==> src/rtl/pipeline_mem_arb_pkg.sv <==
// Shared types and constants for the pipeline memory arbiter.
// Holds the arbiter state enum, the grant payload, the control-field
// widths and encodings, and a helper that flags a no-op data request.
package pipeline_mem_arb_pkg;

    localparam int unsigned RD_CTRL_W = 3;
    localparam int unsigned WR_CTRL_W = 2;

    localparam logic [RD_CTRL_W-1:0] RD_NONE    = 3'b000;
    localparam logic [WR_CTRL_W-1:0] WR_NONE    = 2'b00;
    // Word-read encoding used for every instruction fetch.
    localparam logic [RD_CTRL_W-1:0] IF_RD_CTRL = 3'b010;

    typedef enum logic [1:0] {
        IDLE    = 2'd0,
        BUSY_IF = 2'd1,
        BUSY_DM = 2'd2,
        NOP_DM  = 2'd3
    } arb_state_e;

    // One-hot grant: at most one field set.
    typedef struct packed {
        logic dm;
        logic fetch;
    } grant_t;

    // A data request with neither load nor store needs no memory command.
    function automatic logic is_dm_nop(input logic [RD_CTRL_W-1:0] rd_ctrl,
                                       input logic [WR_CTRL_W-1:0] wr_ctrl);
        return (rd_ctrl == RD_NONE) && (wr_ctrl == WR_NONE);
    endfunction

endpackage

==> src/rtl/pipeline_mem_arb_pick.sv <==
// Grant selection between the fetch and data ports.
// Ports:
//   req_if_i   - fetch port is eligible this cycle
//   req_dm_i   - data port is eligible this cycle
//   last_dm_i  - 1 when the data port received the most recent grant
//   grant_c_o  - combinational one-hot grant
// On a tie the port not granted last wins; tying last_dm_i low gives
// fixed data-port priority.
module pipeline_mem_arb_pick
    import pipeline_mem_arb_pkg::*;
(
    input  logic   req_if_i,
    input  logic   req_dm_i,
    input  logic   last_dm_i,
    output grant_t grant_c_o
);

    always_comb begin
        grant_c_o = '0;
        if (req_if_i && req_dm_i) begin
            grant_c_o.dm    = ~last_dm_i;
            grant_c_o.fetch = last_dm_i;
        end else begin
            grant_c_o.dm    = req_dm_i;
            grant_c_o.fetch = req_if_i;
        end
    end

endmodule

==> src/rtl/pipeline_mem_arbiter.sv <==
// Arbitrates a single shared memory between the instruction-fetch port and
// the data (MEM stage) port of a pipeline.
// Ports:
//   clk, reset                 - clock, asynchronous active-low reset
//   if_req/if_addr             - fetch request (held until if_ack)
//   if_rdata/if_ack            - fetch data and one-cycle completion pulse
//   dm_req/dm_addr/dm_wdata    - data request, address, store data
//   dm_rd_ctrl/dm_wr_ctrl      - load / store control (0 = none)
//   dm_rdata/dm_ack            - load data and one-cycle completion pulse
//   stall                      - combinational pipeline freeze request
//   mem_valid/mem_ready        - command handshake to shared memory
//   mem_addr/mem_din           - command address and store data
//   mem_rd_ctrl/mem_wr_ctrl    - command controls
//   mem_dout                   - memory read data (valid with mem_ready)
// Build option: define MEM_ARB_RR_EN for round-robin arbitration; otherwise
// the data port has fixed priority and no grant pointer is built.
module pipeline_mem_arbiter
    import pipeline_mem_arb_pkg::*;
#(
    parameter int unsigned ADDR_W = 64,
    parameter int unsigned DATA_W = 64
) (
    input  logic                 clk,
    input  logic                 reset,
    input  logic                 if_req,
    input  logic [ADDR_W-1:0]    if_addr,
    output logic [DATA_W-1:0]    if_rdata,
    output logic                 if_ack,
    input  logic                 dm_req,
    input  logic [ADDR_W-1:0]    dm_addr,
    input  logic [DATA_W-1:0]    dm_wdata,
    input  logic [RD_CTRL_W-1:0] dm_rd_ctrl,
    input  logic [WR_CTRL_W-1:0] dm_wr_ctrl,
    output logic [DATA_W-1:0]    dm_rdata,
    output logic                 dm_ack,
    output logic                 stall,
    output logic                 mem_valid,
    input  logic                 mem_ready,
    output logic [ADDR_W-1:0]    mem_addr,
    output logic [DATA_W-1:0]    mem_din,
    output logic [RD_CTRL_W-1:0] mem_rd_ctrl,
    output logic [WR_CTRL_W-1:0] mem_wr_ctrl,
    input  logic [DATA_W-1:0]    mem_dout
);

    arb_state_e           state_q,       state_d;
    logic                 mem_valid_q,   mem_valid_d;
    logic [ADDR_W-1:0]    mem_addr_q,    mem_addr_d;
    logic [DATA_W-1:0]    mem_din_q,     mem_din_d;
    logic [RD_CTRL_W-1:0] mem_rd_ctrl_q, mem_rd_ctrl_d;
    logic [WR_CTRL_W-1:0] mem_wr_ctrl_q, mem_wr_ctrl_d;
    logic                 if_ack_q,      if_ack_d;
    logic                 dm_ack_q,      dm_ack_d;
    logic [DATA_W-1:0]    if_rdata_q,    if_rdata_d;
    logic [DATA_W-1:0]    dm_rdata_q,    dm_rdata_d;

    logic   in_idle;
    logic   elig_if;
    logic   elig_dm;
    logic   last_dm;
    grant_t grant;

    // A port whose ack is showing still has its old req high; skip it.
    assign in_idle = (state_q == IDLE);
    assign elig_if = in_idle & if_req & ~if_ack_q;
    assign elig_dm = in_idle & dm_req & ~dm_ack_q;

    pipeline_mem_arb_pick u_pick (
        .req_if_i  (elig_if),
        .req_dm_i  (elig_dm),
        .last_dm_i (last_dm),
        .grant_c_o (grant)
    );

`ifdef MEM_ARB_RR_EN
    logic last_dm_q, last_dm_d;

    // Grant pointer: remembers which port was granted most recently.
    always_comb begin
        last_dm_d = last_dm_q;
        if (grant.dm) begin
            last_dm_d = 1'b1;
        end else if (grant.fetch) begin
            last_dm_d = 1'b0;
        end
    end

    always_ff @(posedge clk or negedge reset) begin
        if (!reset) begin
            last_dm_q <= 1'b0;
        end else begin
            last_dm_q <= last_dm_d;
        end
    end

    assign last_dm = last_dm_q;
`else
    // Pretending the fetch port was granted last makes the data port win ties.
    assign last_dm = 1'b0;
`endif

    // Next-state, command and completion logic.
    always_comb begin
        state_d       = state_q;
        mem_valid_d   = mem_valid_q;
        mem_addr_d    = mem_addr_q;
        mem_din_d     = mem_din_q;
        mem_rd_ctrl_d = mem_rd_ctrl_q;
        mem_wr_ctrl_d = mem_wr_ctrl_q;
        if_ack_d      = 1'b0;
        dm_ack_d      = 1'b0;
        if_rdata_d    = if_rdata_q;
        dm_rdata_d    = dm_rdata_q;

        case (state_q)
            IDLE: begin
                if (grant.dm) begin
                    if (is_dm_nop(dm_rd_ctrl, dm_wr_ctrl)) begin
                        // Nothing to send to memory; acknowledge straight away.
                        state_d  = NOP_DM;
                        dm_ack_d = 1'b1;
                    end else begin
                        state_d       = BUSY_DM;
                        mem_valid_d   = 1'b1;
                        mem_addr_d    = dm_addr;
                        mem_din_d     = dm_wdata;
                        mem_rd_ctrl_d = dm_rd_ctrl;
                        mem_wr_ctrl_d = dm_wr_ctrl;
                    end
                end else if (grant.fetch) begin
                    state_d       = BUSY_IF;
                    mem_valid_d   = 1'b1;
                    mem_addr_d    = if_addr;
                    mem_din_d     = '0;
                    mem_rd_ctrl_d = IF_RD_CTRL;
                    mem_wr_ctrl_d = WR_NONE;
                end
            end
            BUSY_IF: begin
                if (mem_ready) begin
                    state_d     = IDLE;
                    mem_valid_d = 1'b0;
                    if_ack_d    = 1'b1;
                    if_rdata_d  = mem_dout;
                end
            end
            BUSY_DM: begin
                if (mem_ready) begin
                    state_d     = IDLE;
                    mem_valid_d = 1'b0;
                    dm_ack_d    = 1'b1;
                    // Stores leave the last load result in place.
                    if (mem_rd_ctrl_q != RD_NONE) begin
                        dm_rdata_d = mem_dout;
                    end
                end
            end
            NOP_DM: begin
                state_d = IDLE;
            end
            default: begin
                state_d = IDLE;
            end
        endcase
    end

    // State and output registers.
    always_ff @(posedge clk or negedge reset) begin
        if (!reset) begin
            state_q       <= IDLE;
            mem_valid_q   <= 1'b0;
            mem_addr_q    <= '0;
            mem_din_q     <= '0;
            mem_rd_ctrl_q <= RD_NONE;
            mem_wr_ctrl_q <= WR_NONE;
            if_ack_q      <= 1'b0;
            dm_ack_q      <= 1'b0;
            if_rdata_q    <= '0;
            dm_rdata_q    <= '0;
        end else begin
            state_q       <= state_d;
            mem_valid_q   <= mem_valid_d;
            mem_addr_q    <= mem_addr_d;
            mem_din_q     <= mem_din_d;
            mem_rd_ctrl_q <= mem_rd_ctrl_d;
            mem_wr_ctrl_q <= mem_wr_ctrl_d;
            if_ack_q      <= if_ack_d;
            dm_ack_q      <= dm_ack_d;
            if_rdata_q    <= if_rdata_d;
            dm_rdata_q    <= dm_rdata_d;
        end
    end

    assign mem_valid   = mem_valid_q;
    assign mem_addr    = mem_addr_q;
    assign mem_din     = mem_din_q;
    assign mem_rd_ctrl = mem_rd_ctrl_q;
    assign mem_wr_ctrl = mem_wr_ctrl_q;
    assign if_ack      = if_ack_q;
    assign dm_ack      = dm_ack_q;
    assign if_rdata    = if_rdata_q;
    assign dm_rdata    = dm_rdata_q;

    // Freeze the pipeline while any request is still outstanding.
    assign stall = (if_req & ~if_ack_q) | (dm_req & ~dm_ack_q);

endmodule
==> config.mk <==
export PLATFORM = sky130hd
export DESIGN_NAME = pipeline_mem_arbiter
export DESIGN_NICKNAME = d
export VERILOG_FILES = /design/src/rtl/pipeline_mem_arb_pkg.sv /design/src/rtl/pipeline_mem_arb_pick.sv /design/src/rtl/pipeline_mem_arbiter.sv
export SDC_FILE = /design/constraint.sdc
export NUM_CORES = 1
export LEC_CHECK = 0
export ABC_AREA = 0
export BUFFER_PORTS_ARGS = -buffer_cell sky130_fd_sc_hd__buf_2
export CORE_AREA = 5 5 202 204
export CTS_CLUSTER_DIAMETER = 30
export DETAILED_ROUTE_END_ITERATION = 7
export DIE_AREA = 0 0 207 209
export PLACE_DENSITY = 0.52
export SLEW_MARGIN = 30
export SYNTH_ARGS = -nofsm -noshare
export SYNTH_HDL_FRONTEND = slang
export SYNTH_SLANG_ARGS = --single-unit
export TNS_END_PERCENT = 20
==> constraint.sdc <==
create_clock -name clk -period 2.95 [get_ports clk]
set_clock_uncertainty 0.05 [all_clocks]
set_input_delay 0.295 -clock clk [delete_from_list [all_inputs] [get_ports clk]]
set_output_delay 0.295 -clock clk [all_outputs]
set_load 0.02 [all_outputs]
# ---- After elaboration in Yosys (flattened, before gate mapping)
# Cells that the tools add are included.
dict set report classes {
  n_bitwise 9
  eq_ne 7
  n_reduce_logical 14
  muxes 28
}
# operator n
set ops {}
lappend ops {{64-bit two-way mux} 6}
lappend ops {{2-bit two-way mux} 7}
lappend ops {{1-bit two-way mux} 9}
lappend ops {{3-bit two-way mux} 3}
lappend ops {{1-bit bitwise AND} 6}
lappend ops {{2-bit case mux with 3 select lines} 1}
lappend ops {{3-bit AND reduction} 2}
lappend ops {{2-bit == test (second input constant)} 2}
lappend ops {{2-bit zero test} 2}
lappend ops {{1-bit case mux with 2 select lines} 2}
lappend ops {{2-bit AND reduction} 2}
lappend ops {{4-bit AND reduction} 1}
lappend ops {{2-bit nonzero test} 2}
lappend ops {{3-bit zero test} 1}
lappend ops {{3-bit by 1-bit != test with 1-bit output (second input constant)} 1}
lappend ops {{3-bit != test (second input constant)} 1}
lappend ops {{3-bit nonzero test} 1}
lappend ops {{2-bit by 1-bit == test with 1-bit output (second input constant)} 1}
lappend ops {{1-bit logical AND} 2}
lappend ops {{2-bit by 1-bit != test with 1-bit output (second input constant)} 1}
lappend ops {{2-bit != test (second input constant)} 1}
lappend ops {{1-bit inverter} 2}
lappend ops {{2-bit OR reduction} 1}
lappend ops {{1-bit bitwise OR} 1}
dict set report totals {
  ff_bits 266
  wordCells 68
  inputBits 266
  output_inout_bits 265
}

# ---- Logic depth before layout (Yosys ltp)
dict set report depth {
  depth_word 8
  depth_mapped 8
  mapped_depth_nobuf 5
}

# ---- By module
# From an unflattened synthesis, not the netlist that was laid out.
dict set report unflattened {
  cells_unflattened 971
  area_unflattened_um2 11245.8
}
# mod cells_per_inst area_per_inst_um2 instances seq_area_each_um2
set modules_own_cells {}
lappend modules_own_cells {pipeline_mem_arbiter 968 11227.0 1 6656.4}
lappend modules_own_cells {pipeline_mem_arb_pick 3 18.8 1 0.0}

# ---- Worst setup path before layout
# OpenSTA, ideal clock, no wires.
dict set report synth_path {
  kind {flip-flop to flip-flop}
  start {reg state_q[0]}
  end {reg mem_addr_q[0] (netlist: mem_addr[0])}
  synth_period_minus_slack_ps 2122
  arrival_ps 1947
  setup_slack_ps 828
  setup_time_ps 125
  path_buffers 2
  path_stages_with_launch 8
  required_ps 2775
  cell_sequence {dfrtp_1 inv_1 ha_1 nand2_1 buf_2 buf_1 mux2_2 mux2_4}
}
dict set report synth_via {
  elab_chain_cells 7
  elab_cells_between_ends 11
  classes_between {1 x eq/ne; 2 x mux; 4 x bitwise; 4 x reduce/logical}
}
# item line_no
set synth_lines {}
lappend synth_lines {{from (decl)} pipeline_mem_arbiter.sv:46} ;# arb_state_e state_q, state_d;
lappend synth_lines {{from (signal assigned)} pipeline_mem_arbiter.sv:181} ;# state_q <= state_d;
lappend synth_lines {{2-bit zero test *} {pipeline_mem_arbiter.sv:64, pipeline_mem_arbiter.sv:115}}
lappend synth_lines {{1-bit bitwise AND, on equally long branches (2 in series)} {pipeline_mem_arbiter.sv:65, pipeline_mem_arbiter.sv:66}}
lappend synth_lines {{1-bit logical AND} pipeline_mem_arb_pick.sv:20} ;# if (req_if_i && req_dm_i) begin
lappend synth_lines {{2-bit two-way mux} pipeline_mem_arb_pick.sv:20}
lappend synth_lines {{2-bit != test (no source line) / 2-bit nonzero test (equally long branches)} --}
lappend synth_lines {{3-bit AND reduction (no source line)} --}
lappend synth_lines {{to (signal assigned)} pipeline_mem_arbiter.sv:183} ;# mem_addr_q <= mem_addr_d;
lappend synth_lines {{to (decl)} pipeline_mem_arbiter.sv:48} ;# logic [ADDR_W-1:0] mem_addr_q, mem_addr_d;
# Mark *: on every way between the ends. The rest lies on a longest branch, timed or not.
# A chain may end at the register's enable or synchronous reset.

# ---- Final worst setup path
dict set report layout_path {
  start {in dm_rd_ctrl[0]}
  end {reg mem_addr_q[38] (netlist: mem_addr[38])}
}
dict set report layout_via {
  elab_chain_cells 4
}
# item line_no
set layout_lines {}
lappend layout_lines {{from (decl)} pipeline_mem_arbiter.sv:32} ;# input logic [RD_CTRL_W-1:0] dm_rd_ctrl,
lappend layout_lines {{3-bit zero test} pipeline_mem_arb_pkg.sv:30} ;# return (rd_ctrl == RD_NONE) && (wr_ctrl == WR_NONE);
lappend layout_lines {{1-bit logical AND} pipeline_mem_arb_pkg.sv:30}
lappend layout_lines {{2-bit != test (no source line)} --}
lappend layout_lines {{3-bit AND reduction (no source line)} --}
# No other way between the ends.

==> run_results.csv <==
group,metric,value,unit
route,routed_wirelength,38050,um
power_and_ir_drop,fraction_of_power_consumed_by_sequential_logic,27.0,%
worst_setup_path,timing.reg2reg.setup_slack,0.59,ns
route,drt.antenna.violating_nets,0,
clock_tree,tritoncts.num_buffers,73,
final_layout,fraction_of_layout_cells_with_a_size_suffix_above_1,59.40,%
worst_setup_path,crit_path_top_delay_cell,"sky130_fd_sc_hd__dlygate4sd3_1",
die,die_x,207,um
yosys,yosys_warnings,0,
power_and_ir_drop,netSwitchingFraction,36.14,%
route,drc,0,
sta,fin_setup_tns,0,ns
sta,grt_setup_unrepaired,"false",
die,core_ar,0.03909,mm2
placement,detailedPlacementHpwl,27060,um
sta,hold_slack,0.04436,ns
clock_tree,clkSinkCount,266,
worst_setup_path,cp_cell_sequence,"dlygate4sd3_1, buf_2, or2_0, or4_4, o211a_4, buf_4, mux2_4",
yosys,post_synth_inst_count,796,
worst_setup_path,worstSetupStartpointType,"primary input",
worst_setup_path,worst-endpoint-arrival,2.79,ns
worst_setup_path,crit_path_max_incr_delay,0.53,ns
final_layout,syn_to_final_growth,64.20,%
grt,first_pass_grt_wire_length,59290,um
worst_hold_path,worst_hold_path_type,"primary input to flop",
clock_tree,clkTransAtPathRegs,0.04,ns
grt,global_route.overflow_total,0,
yosys,synth.net_count,1067,
clock_tree,clk_root_buffer_cell,"sky130_fd_sc_hd__clkbuf_16",
clock_tree,ctsHtreeMaxLevel,3,
sta,slew-limit-headroom,56.44,%
route,drt_first_iter_violations,253,
power_and_ir_drop,p_clk_share,33.1,%
power_and_ir_drop,pwr-share-comb,39.8,%
final_layout,commonest_non_fill_non_tap_cell_in_the_layout,"sky130_fd_sc_hd__buf_2",
power_and_ir_drop,power_leakage,9.325,nW
power_and_ir_drop,vdd.ir_drop.worst,0.0009267,V
sta,setup_viol,0,
yosys,syn_area,0.01133,mm2
final_layout,net_count_reported_at_finish,1785,
yosys,number_of_different_library_cells_in_the_post_synthesis_netlist,25,
sta,report.final.hold_viol_count,0,
sta,period_share,81.96,%
die,die_area,0.04326,mm2
grt,number_of_global_route_vias_before_repair,10270,
power_and_ir_drop,p_switching,0.008646,W
die,floorplan.rows,73,
route,first_pass_iters,6,
placement,io_buffers,530,
grt,maximum_number_of_pins_on_one_net_before_global_route_repair,73,
clock_tree,post_cts_resize_count,0,
sta,final_period_minus_worst_setup_slack,2.418,ns
worst_setup_path,endpoint_kind,"flop",
sta,report.final.slew_viol_count,0,
final_layout,top_library_cells_by_usage_in_the_layout_fill_and_taps_aside,"sky130_fd_sc_hd__buf_2, sky130_fd_sc_hd__dfrtp_1, sky130_fd_sc_hd__mux2_2",
route,viasPerCell,4.296,
die,io_pins,531,
worst_setup_path,critPathKind,"primary input to flop",
worst_setup_path,timing.critical_path.fanout_max,32,
yosys,postSynthRegisterBits,266,
placement,placement.setup.worst_slack,0.4986,ns
power_and_ir_drop,power_density,1285,mW/mm2
clock_tree,worstSkewPairLatency,0.56,ns
route,avgRoutedWirePerCell,18.14,um
sta,fmax,413.6,MHz
sta,timing.final.ws_setup,0.5323,ns
grt,grt_usage,17.19,%
yosys,sequential_share_of_the_synthesized_area,58.73,%
die,initial_core_util,28.99,%
die,die_height,209,um
sta,max_slew.worst_pin.slew,0.6534,ns
clock_tree,clock_tree_from_tritoncts,"yes",
worst_setup_path,critPathRequiredTime,3.33,ns
route,routed-via-count,9009,
placement,gpl.final_weighted_congestion,0.8664,
job,max-cap-violations,0,
status,status,"finished clean",
clock_tree,cts_buffer_depth,3,
yosys,synthesis.area_per_instance,14.24,um2
grt,number_of_antenna_violations_at_the_first_check_in_global_routing,5,
power_and_ir_drop,power.internal,0.01527,W
synth_stat cells:
master / count / area (um2)
sky130_fd_sc_hd__a22o_1: 4 / 35.03
sky130_fd_sc_hd__a32oi_1: 1 / 8.760
sky130_fd_sc_hd__and2_1: 1 / 6.260
sky130_fd_sc_hd__buf_1: 3 / 11.26
sky130_fd_sc_hd__buf_2: 8 / 40.04
sky130_fd_sc_hd__buf_4: 1 / 7.510
sky130_fd_sc_hd__buf_6: 6 / 67.56
sky130_fd_sc_hd__clkbuf_1: 24 / 90.09
sky130_fd_sc_hd__dfrtp_1: 266 / 6656
sky130_fd_sc_hd__ha_1: 5 / 62.56
sky130_fd_sc_hd__inv_1: 71 / 266.5
sky130_fd_sc_hd__mux2_2: 211 / 2376
sky130_fd_sc_hd__mux2_4: 45 / 675.7
sky130_fd_sc_hd__mux2i_1: 65 / 650.6
sky130_fd_sc_hd__nand2_1: 68 / 255.2
sky130_fd_sc_hd__nand2b_1: 2 / 12.51
sky130_fd_sc_hd__nand3_1: 1 / 5.000
sky130_fd_sc_hd__nor2b_1: 1 / 6.260
sky130_fd_sc_hd__nor4_1: 1 / 6.260
sky130_fd_sc_hd__o211a_1: 1 / 10.01
sky130_fd_sc_hd__o211ai_1: 4 / 30.03
sky130_fd_sc_hd__o21ai_0: 4 / 20.02
sky130_fd_sc_hd__o311ai_2: 1 / 16.27
sky130_fd_sc_hd__or2_0: 1 / 6.260
sky130_fd_sc_hd__or4_4: 1 / 11.26
final timing paths:
kind,startpoint,endpoint,depth (start not counted)
max reg2reg,state_q[1],mem_din[40],5
min,mem_ready,dm_ack,3
max,dm_rd_ctrl[0],mem_addr[38],7
max in group asynchronous,reset,mem_addr[1],3
min in group asynchronous,reset,dm_rdata[55],2
min reg2reg,mem_wr_ctrl[1],mem_wr_ctrl[1],1
worst max-delay path: cells and delay by family:
kind                   cells  cell delay (ns)
and+or+nand+nor            2             0.78
buffers and inverters      3             0.96
muxes                      1             0.30
AOI/OAI and AO/OA          1             0.45
repair_timing:
item,4_1_cts,5_1_grt
hold endpoints to repair,264,0
buffers inserted,0,0
hold buffers,134,0
logic make-up (layout without fill, tap and decap cells):
group	count (synthesis)	count (layout)	share of synthesized area [%]
and+or+nand+nor	76	76	2.727
buffers and inverters	113	886	4.261
other	0	3	0
AOI/OAI and AO/OA	15	15	1.060
DFF	266	266	58.73
muxes	321	321	32.67
adders and majority gates	5	5	0.5520
layer usage:
layer  GRT usage, %  up-vias  part of all wire (%)
met4          8.869        2                   4.1
met5              0        -                 0.037
li1               -     4182                     -
met3          7.281       96                   8.9
met2          28.78      388                    49
met1          18.68     4341                    38
area by class of cell:
| type | count | area, um2 |
|---|---|---|
| antenna | 3 | 7.507 |
| clock buffer | 99 | 2097 |
| tap | 525 | 656.9 |
| inverter | 71 | 266.5 |
| clock inverter | 31 | 407.9 |
| multi-input combinational | 417 | 4218 |
| sequential | 266 | 6656 |
| timing repair buffer | 685 | 4299 |
| fill | 3552 | 20480 |
through the flow:
stage                     utilization, %  cells  power [W]  area (um2)
after floorplan                        -    796    0.01251       11330
after global routing               47.60   2096    0.02524       18610
after CTS                          47.58   2094    0.02427       18600
after global placement             37.74   1830    0.01584       14760
after detailed placement           37.74   1830    0.01596       14760
final                              47.60   2097    0.02392       18610
power by group through the flow:
stage	clock, W	sequential (W)	combinational [W]
after floorplan	0	0.00872	0.00380
after global placement	0	0.00641	0.00944
after detailed placement	0	0.00647	0.00949
after CTS	0.00813	0.00647	0.00967
after global routing	0.00837	0.00671	0.0102
final	0.00793	0.00647	0.00952
sequential cells by signal, summed over array words and instances, names as in the netlist:
register / cells
if_rdata: 64
dm_rdata: 64
mem_valid: 1
state_q: 2
mem_wr_ctrl: 2
dm_ack: 1
mem_din: 64
mem_rd_ctrl: 3
if_ack: 1
mem_addr: 64
Note: power is estimated with default switching activity, not from simulation.
